## src/rtl/mem_dmem_ctrl.sv

```systemverilog
// mem_dmem_ctrl: MEM-stage load/store sequencer.
// Takes one memory-op instruction from EX/MEM and runs it over a req/ack
// data-memory port. The upstream pipeline is stalled while the access is
// in flight. The result is returned as a registered write-back triple,
// with byte/half lane steering and sign or zero extension.
// Non-memory instructions go straight to write-back after one register stage.
//
// Ports:
//   clk, rst                  clock, synchronous active-high reset
//   mem_valid_i/op/addr/...   instruction from EX/MEM
//   stall_o                   combinational upstream hold
//   dmem_*                    data-memory request port (req/ack)
//   wb_wdata/waddr/we_o       registered write-back triple
//   exc_misalign_o            one-cycle pulse, misaligned access
//   exc_buserr_o              one-cycle pulse, no ack before timeout
//   exc_badaddr_o             faulting address, held until next exception
//
// state | meaning
// IDLE  | accepting; pass-through, misalign check, or start of an access
// BUSY  | request on the bus, waiting for ack or timeout
// DONE  | access finished; upstream retires the instruction, inputs ignored
module mem_dmem_ctrl #(
  parameter int unsigned TIMEOUT_CYCLES = 255
) (
  input  logic        clk,
  input  logic        rst,
  input  logic        mem_valid_i,
  input  logic [3:0]  mem_op_i,
  input  logic [31:0] mem_addr_i,
  input  logic [31:0] mem_sdata_i,
  input  logic [31:0] mem_wdata_i,
  input  logic [4:0]  mem_waddr_i,
  input  logic        mem_we_i,
  output logic        stall_o,
  output logic        dmem_req_o,
  output logic        dmem_we_o,
  output logic [31:0] dmem_addr_o,
  output logic [3:0]  dmem_sel_o,
  output logic [31:0] dmem_wdata_o,
  input  logic        dmem_ack_i,
  input  logic [31:0] dmem_rdata_i,
  output logic [31:0] wb_wdata_o,
  output logic [4:0]  wb_waddr_o,
  output logic        wb_we_o,
  output logic        exc_misalign_o,
  output logic        exc_buserr_o,
  output logic [31:0] exc_badaddr_o
);

  // The counter only has to reach TIMEOUT_CYCLES-1.
  localparam int unsigned CW = (TIMEOUT_CYCLES > 1) ? $clog2(TIMEOUT_CYCLES) : 1;

  localparam logic [3:0] OP_LB  = 4'd1;
  localparam logic [3:0] OP_LBU = 4'd2;
  localparam logic [3:0] OP_LH  = 4'd3;
  localparam logic [3:0] OP_LHU = 4'd4;
  localparam logic [3:0] OP_LW  = 4'd5;
  localparam logic [3:0] OP_SB  = 4'd6;
  localparam logic [3:0] OP_SH  = 4'd7;
  localparam logic [3:0] OP_SW  = 4'd8;

  typedef enum logic [1:0] {S_IDLE, S_BUSY, S_DONE} state_t;

  state_t          state;
  logic [CW-1:0]   cnt_q;
  logic [3:0]      op_q;
  logic [31:0]     addr_q;
  logic [4:0]      waddr_q;
  logic            we_q;

  // Access size: 0 none, 1 byte, 2 half, 3 word.
  logic [1:0]  size_in;
  logic        store_in;
  logic        misalign_in;
  logic        load_q;
  logic [3:0]  sel_in;
  logic [31:0] sdata_in;
  logic [7:0]  lane_b;
  logic [15:0] lane_h;
  logic [31:0] load_data;

  always_comb begin
    size_in  = 2'd0;
    store_in = 1'b0;
    case (mem_op_i)
      OP_LB, OP_LBU: size_in = 2'd1;
      OP_LH, OP_LHU: size_in = 2'd2;
      OP_LW:         size_in = 2'd3;
      OP_SB: begin size_in = 2'd1; store_in = 1'b1; end
      OP_SH: begin size_in = 2'd2; store_in = 1'b1; end
      OP_SW: begin size_in = 2'd3; store_in = 1'b1; end
      default: ;
    endcase
  end

  assign misalign_in = ((size_in == 2'd2) && mem_addr_i[0]) ||
                       ((size_in == 2'd3) && (mem_addr_i[1:0] != 2'b00));

  // Byte enables and lane-replicated store data for the incoming op.
  always_comb begin
    sel_in   = 4'b1111;
    sdata_in = mem_sdata_i;
    case (size_in)
      2'd1: begin
        sel_in   = 4'b0001 << mem_addr_i[1:0];
        sdata_in = {4{mem_sdata_i[7:0]}};
      end
      2'd2: begin
        sel_in   = 4'b0011 << {mem_addr_i[1], 1'b0};
        sdata_in = {2{mem_sdata_i[15:0]}};
      end
      default: ;
    endcase
  end

  assign load_q = (op_q >= OP_LB) && (op_q <= OP_LW);

  // Lane extraction for the captured load.
  always_comb begin
    case (addr_q[1:0])
      2'd0:    lane_b = dmem_rdata_i[7:0];
      2'd1:    lane_b = dmem_rdata_i[15:8];
      2'd2:    lane_b = dmem_rdata_i[23:16];
      default: lane_b = dmem_rdata_i[31:24];
    endcase
    lane_h = addr_q[1] ? dmem_rdata_i[31:16] : dmem_rdata_i[15:0];
    case (op_q)
      OP_LB:   load_data = {{24{lane_b[7]}}, lane_b};
      OP_LBU:  load_data = {24'd0, lane_b};
      OP_LH:   load_data = {{16{lane_h[15]}}, lane_h};
      OP_LHU:  load_data = {16'd0, lane_h};
      default: load_data = dmem_rdata_i;
    endcase
  end

  // Stall asserts in the IDLE cycle that launches an access so the
  // upstream holds the instruction until DONE.
  always_comb begin
    stall_o = 1'b0;
    if (!rst) begin
      case (state)
        S_IDLE:  stall_o = mem_valid_i && (size_in != 2'd0) && !misalign_in;
        S_BUSY:  stall_o = 1'b1;
        default: stall_o = 1'b0;
      endcase
    end
  end

  assign dmem_req_o = (state == S_BUSY) && !rst;

  always_ff @(posedge clk) begin
    if (rst) begin
      state          <= S_IDLE;
      cnt_q          <= '0;
      op_q           <= 4'd0;
      addr_q         <= 32'd0;
      waddr_q        <= 5'd0;
      we_q           <= 1'b0;
      dmem_we_o      <= 1'b0;
      dmem_addr_o    <= 32'd0;
      dmem_sel_o     <= 4'd0;
      dmem_wdata_o   <= 32'd0;
      wb_wdata_o     <= 32'd0;
      wb_waddr_o     <= 5'd0;
      wb_we_o        <= 1'b0;
      exc_misalign_o <= 1'b0;
      exc_buserr_o   <= 1'b0;
      exc_badaddr_o  <= 32'd0;
    end else begin
      // Write-back results and exception flags are single-cycle.
      wb_wdata_o     <= 32'd0;
      wb_waddr_o     <= 5'd0;
      wb_we_o        <= 1'b0;
      exc_misalign_o <= 1'b0;
      exc_buserr_o   <= 1'b0;
      case (state)
        S_IDLE: begin
          if (mem_valid_i) begin
            if (size_in == 2'd0) begin
              wb_wdata_o <= mem_wdata_i;
              wb_waddr_o <= mem_waddr_i;
              wb_we_o    <= mem_we_i;
            end else if (misalign_in) begin
              exc_misalign_o <= 1'b1;
              exc_badaddr_o  <= mem_addr_i;
            end else begin
              op_q         <= mem_op_i;
              addr_q       <= mem_addr_i;
              waddr_q      <= mem_waddr_i;
              we_q         <= mem_we_i;
              dmem_we_o    <= store_in;
              dmem_addr_o  <= {mem_addr_i[31:2], 2'b00};
              dmem_sel_o   <= sel_in;
              dmem_wdata_o <= sdata_in;
              cnt_q        <= '0;
              state        <= S_BUSY;
            end
          end
        end
        S_BUSY: begin
          if (dmem_ack_i) begin
            if (load_q) begin
              wb_wdata_o <= load_data;
              wb_waddr_o <= waddr_q;
              wb_we_o    <= we_q;
            end
            state <= S_DONE;
          end else if (cnt_q == CW'(TIMEOUT_CYCLES - 1)) begin
            exc_buserr_o  <= 1'b1;
            exc_badaddr_o <= addr_q;
            state         <= S_DONE;
          end else begin
            cnt_q <= cnt_q + CW'(1);
          end
        end
        default: state <= S_IDLE;
      endcase
    end
  end

endmodule

```

## config.mk

```make
export PLATFORM = sky130hd
export DESIGN_NAME = mem_dmem_ctrl
export DESIGN_NICKNAME = d
export VERILOG_FILES = /design/src/rtl/mem_dmem_ctrl.sv
export SDC_FILE = /design/constraint.sdc
export NUM_CORES = 1
export LEC_CHECK = 0
export ABC_CLOCK_PERIOD_IN_PS = 5830
export CORE_MARGIN = 4
export CORE_UTILIZATION = 47
export DETAILED_ROUTE_END_ITERATION = 10
export HOLD_SLACK_MARGIN = 0.1
export PLACE_DENSITY = 0.84
export SKIP_CTS_REPAIR_TIMING = 1
export SLEW_MARGIN = 10
export SYNTH_ARGS = -nofsm -noshare
export SYNTH_HDL_FRONTEND = slang
export SYNTH_SLANG_ARGS = --single-unit
```

## constraint.sdc

```tcl
create_clock -name clk -period 5.83 [get_ports clk]
set_input_delay 0.8745 -clock clk [delete_from_list [all_inputs] [get_ports clk]]
set_output_delay 0.8745 -clock clk [all_outputs]
set_load 0.005 [all_outputs]
```

==> out/results.txt <==
RSZ-0062 raised after global routing: false
Final Instance Count excl. Fillers: 1408
Global Route Usage Sum: 0.2611
final hold vios: 0
area of the multi-input gates: 3755 µm²
FF-to-FF Start: addr_q[1]
Setup Viol. Count Final: 0
# nets final: 1327
Post-DP HPWL: 17330 µm
Crit Path Class: in2out
die height: 135.4 µm
Mean Syn Cell Area: 7.799 µm²
register area share after synthesis: 0.4226
Required @ worst endpoint: 4.96 ns
routed vias/inst: 5.560
Leak: 3.858 nW
largest net degree at the start of global routing: 92
FFs w/ async S/R, synth: 0
layout cells sized above 1: 0.05956
worst flop-to-flop path endpoint: wb_wdata_o[31]
period utilisation layout: 0.7831
FF/Latch Area: 3223 µm²
Initial Util: 0.4802
Crit. End Element: output pin
worst hold path class: reg2reg
CP Max Fanout: 13
fillers: 1230
CP Cell Sequence: clkdlybuf4s50_1, nor2b_1, o31a_1, inv_1, ha_1, o21ai_1, and3_2, nor2_1, nor2_1, clkdlybuf4s50_1
Synth-to-Final Area Change: 42.86%
total grt overflow: 0
clock root cell: clkbuf_16
DIE AREA: 18330 µm²
Achievable Freq: 219.0 MHz
R2R cell count: 4
maximum clock insertion buffer count: 2
initial antenna violation count: 0
min-delay src: dmem_wdata_o[3]
routability cong.: 0.8581
Worst Setup Start Kind: input port
die width: 135.4 µm
TNS Setup: 0 ns
Diodes inserted: 0
Final Skew: 0.01086 ns
slew at the pin with the worst max-slew slack: 1.162 ns
Post-synth EDFFs: 0
vias in the first global route: 7446
hold path depth: 2
Hold Path Sink: dmem_wdata_o[3]
Port Buffers: 282
clock sinks: 161
Main synth FF type: dfxtp_1
# IOs: 285
DRT antenna net count: 0
CTS tree: built
area of the core: 15890 µm²
Ys Warns: 0
Worst-path clk slew: 0.06 ns
Crit path largest cell delay: 0.57 ns
pwr dens: 285.9 nW/µm²
TritonRoute pass-1 iters: 5
via count: 7828
flop2flop setup slack: 2.92 ns
Mapped Area: 7627 µm²
residual DRC count: 0
Yosys cell types: 60
dpl cells: 1376
crit path DAT: 3.69 ns
clock latency on the worst-skew pair: 0.42 ns
initial drt markers: 678
H-tree depth: 4
status: finished, final reports clean
Num CTS Buffers: 17
Tmin final: 4.566 ns
Syn Inst Count: 978
first-pass GRT wire length: 38230 µm
Post-Route WL: 24720 µm
slew margin rel.: 0.2250
Rows: 46
Max-Cap Viols: 0
CP Launch Point: mem_op_i[1]
Critical Path Slowest Stage Cell: clkdlybuf4s50_1
post-DR wirelength/cell: 17.56 µm
Yosys reg bits: 161
Worst IR Drop VDD: 0.2016 mV
fin. max-slew vios: 0
==> Yosys cell counts, types with 7 or more instances <==
cell type | number | area [µm²]
nor2_1 | 49 | 183.9
a21oi_1 | 108 | 540.5
nand3_1 | 11 | 55.05
o21ai_2 | 10 | 87.58
mux2i_1 | 22 | 220.2
nor3_1 | 44 | 220.2
clkbuf_1 | 52 | 195.2
nand2b_1 | 7 | 43.79
nand3b_1 | 9 | 67.56
inv_1 | 21 | 78.83
a221oi_1 | 10 | 87.58
buf_4 | 33 | 247.7
o21ai_0 | 22 | 110.1
dfxtp_1 | 161 | 3223
o221ai_1 | 7 | 61.31
a311oi_1 | 44 | 385.4
nand2_1 | 251 | 942.2
buf_2 | 24 | 120.1
o21ai_1 | 23 | 115.1
==> worst max path at each step <==
stage,to,slack [ns],cells after the start
2_1_floorplan,stall_o,2.31,11
3_3_place_gp,stall_o,1.36,10
3_5_place_dp,stall_o,1.28,10
4_1_cts,stall_o,1.28,10
5_1_grt,stall_o,1.01,10
6_report,stall_o,1.26,10
==> logic make-up (layout without fill, tap and decap cells) <==
logic type	count (synthesis)	count (layout)	synth area share
AO/OA/AOI/OAI	255	255	0.2205
adder cells (fa/ha/maj)	6	6	0.009842
buffers and inverters	133	346	0.08760
flip-flops	161	161	0.4226
multiplexers	25	25	0.03478
other	1	2	0.0004917
AND/OR/NAND/NOR	397	397	0.2242
==> cell usage in the layout (no fill, tap or decap), types with 12 or more instances in the layout <==
master	synthesis	routed
inv_1	21	21
clkbuf_16	0	17
dfxtp_1	161	161
o21ai_1	23	23
mux2i_1	22	22
o21ai_0	22	22
a21oi_1	108	107
nor3_1	44	44
nand2_1	251	251
a311oi_1	44	44
clkdlybuf4s50_1	0	281
buf_4	33	12
nor2_1	49	49
==> sequential cells by signal, indices dropped and copies added, names as in the netlist <==
register,flops
exc_misalign_o,1
wb_waddr_o,5
dmem_wdata_o,32
addr_q,32
we_q,1
dmem_sel_o,4
cnt_q,8
dmem_we_o,1
op_q,4
wb_wdata_o,32
wb_we_o,1
waddr_q,5
exc_badaddr_o,32
exc_buserr_o,1
state,2
==> power breakdown <==
group,leakage [nW],internal (mW),switching [mW]
Sequential,1.31,1.17,0.0551
Clock,0.315,0.780,0.480
Combinational,2.23,0.313,0.317
==> metal layers <==
layer  routed length [µm]  vias to the layer above  track usage  part of all wire
met1                 9406                     3614       0.2960              0.38
met2                12240                      376       0.4549              0.50
met4                  880                        0       0.1103             0.036
li1                     -                     3775            -                 -
met5                    0                        -            0                 0
met3                 2197                       63      0.08024             0.089
==> stage by stage <==
step	setup WS [ns]	total power, mW	hold WS (ns)	area [µm²]	util
6_report	1.264	3.116	0.4540	10900	0.6860
5_1_grt	1.010	3.243	0.4725	10900	0.6860
4_1_cts	1.278	3.126	0.4533	10900	0.6860
3_5_place_dp	1.277	1.876	0.4460	10230	0.6440
3_3_place_gp	1.358	1.866	0.4366	10230	0.6440
2_1_floorplan	2.313	1.579	0.4360	7631	-
==> critical path, delay by kind of cell <==
family                   cells  cell delay (ns)
AO/OA/AOI/OAI                2             0.61
AND/OR/NAND/NOR              4             0.65
buffers and inverters        3             1.18
adder cells (fa/ha/maj)      1             0.37
==> layout make-up <==
type / instances / area share
flip-flops and latches: 161 / 0.2958
multi-input cells: 685 / 0.3446
repair buffers: 293 / 0.2664
clock inverters: 14 / 0.02090
clock buffers: 18 / 0.04030
well taps: 216 / 0.02480
inverters: 21 / 0.007234
No activity file was read; power rests on OpenSTA's default activity.
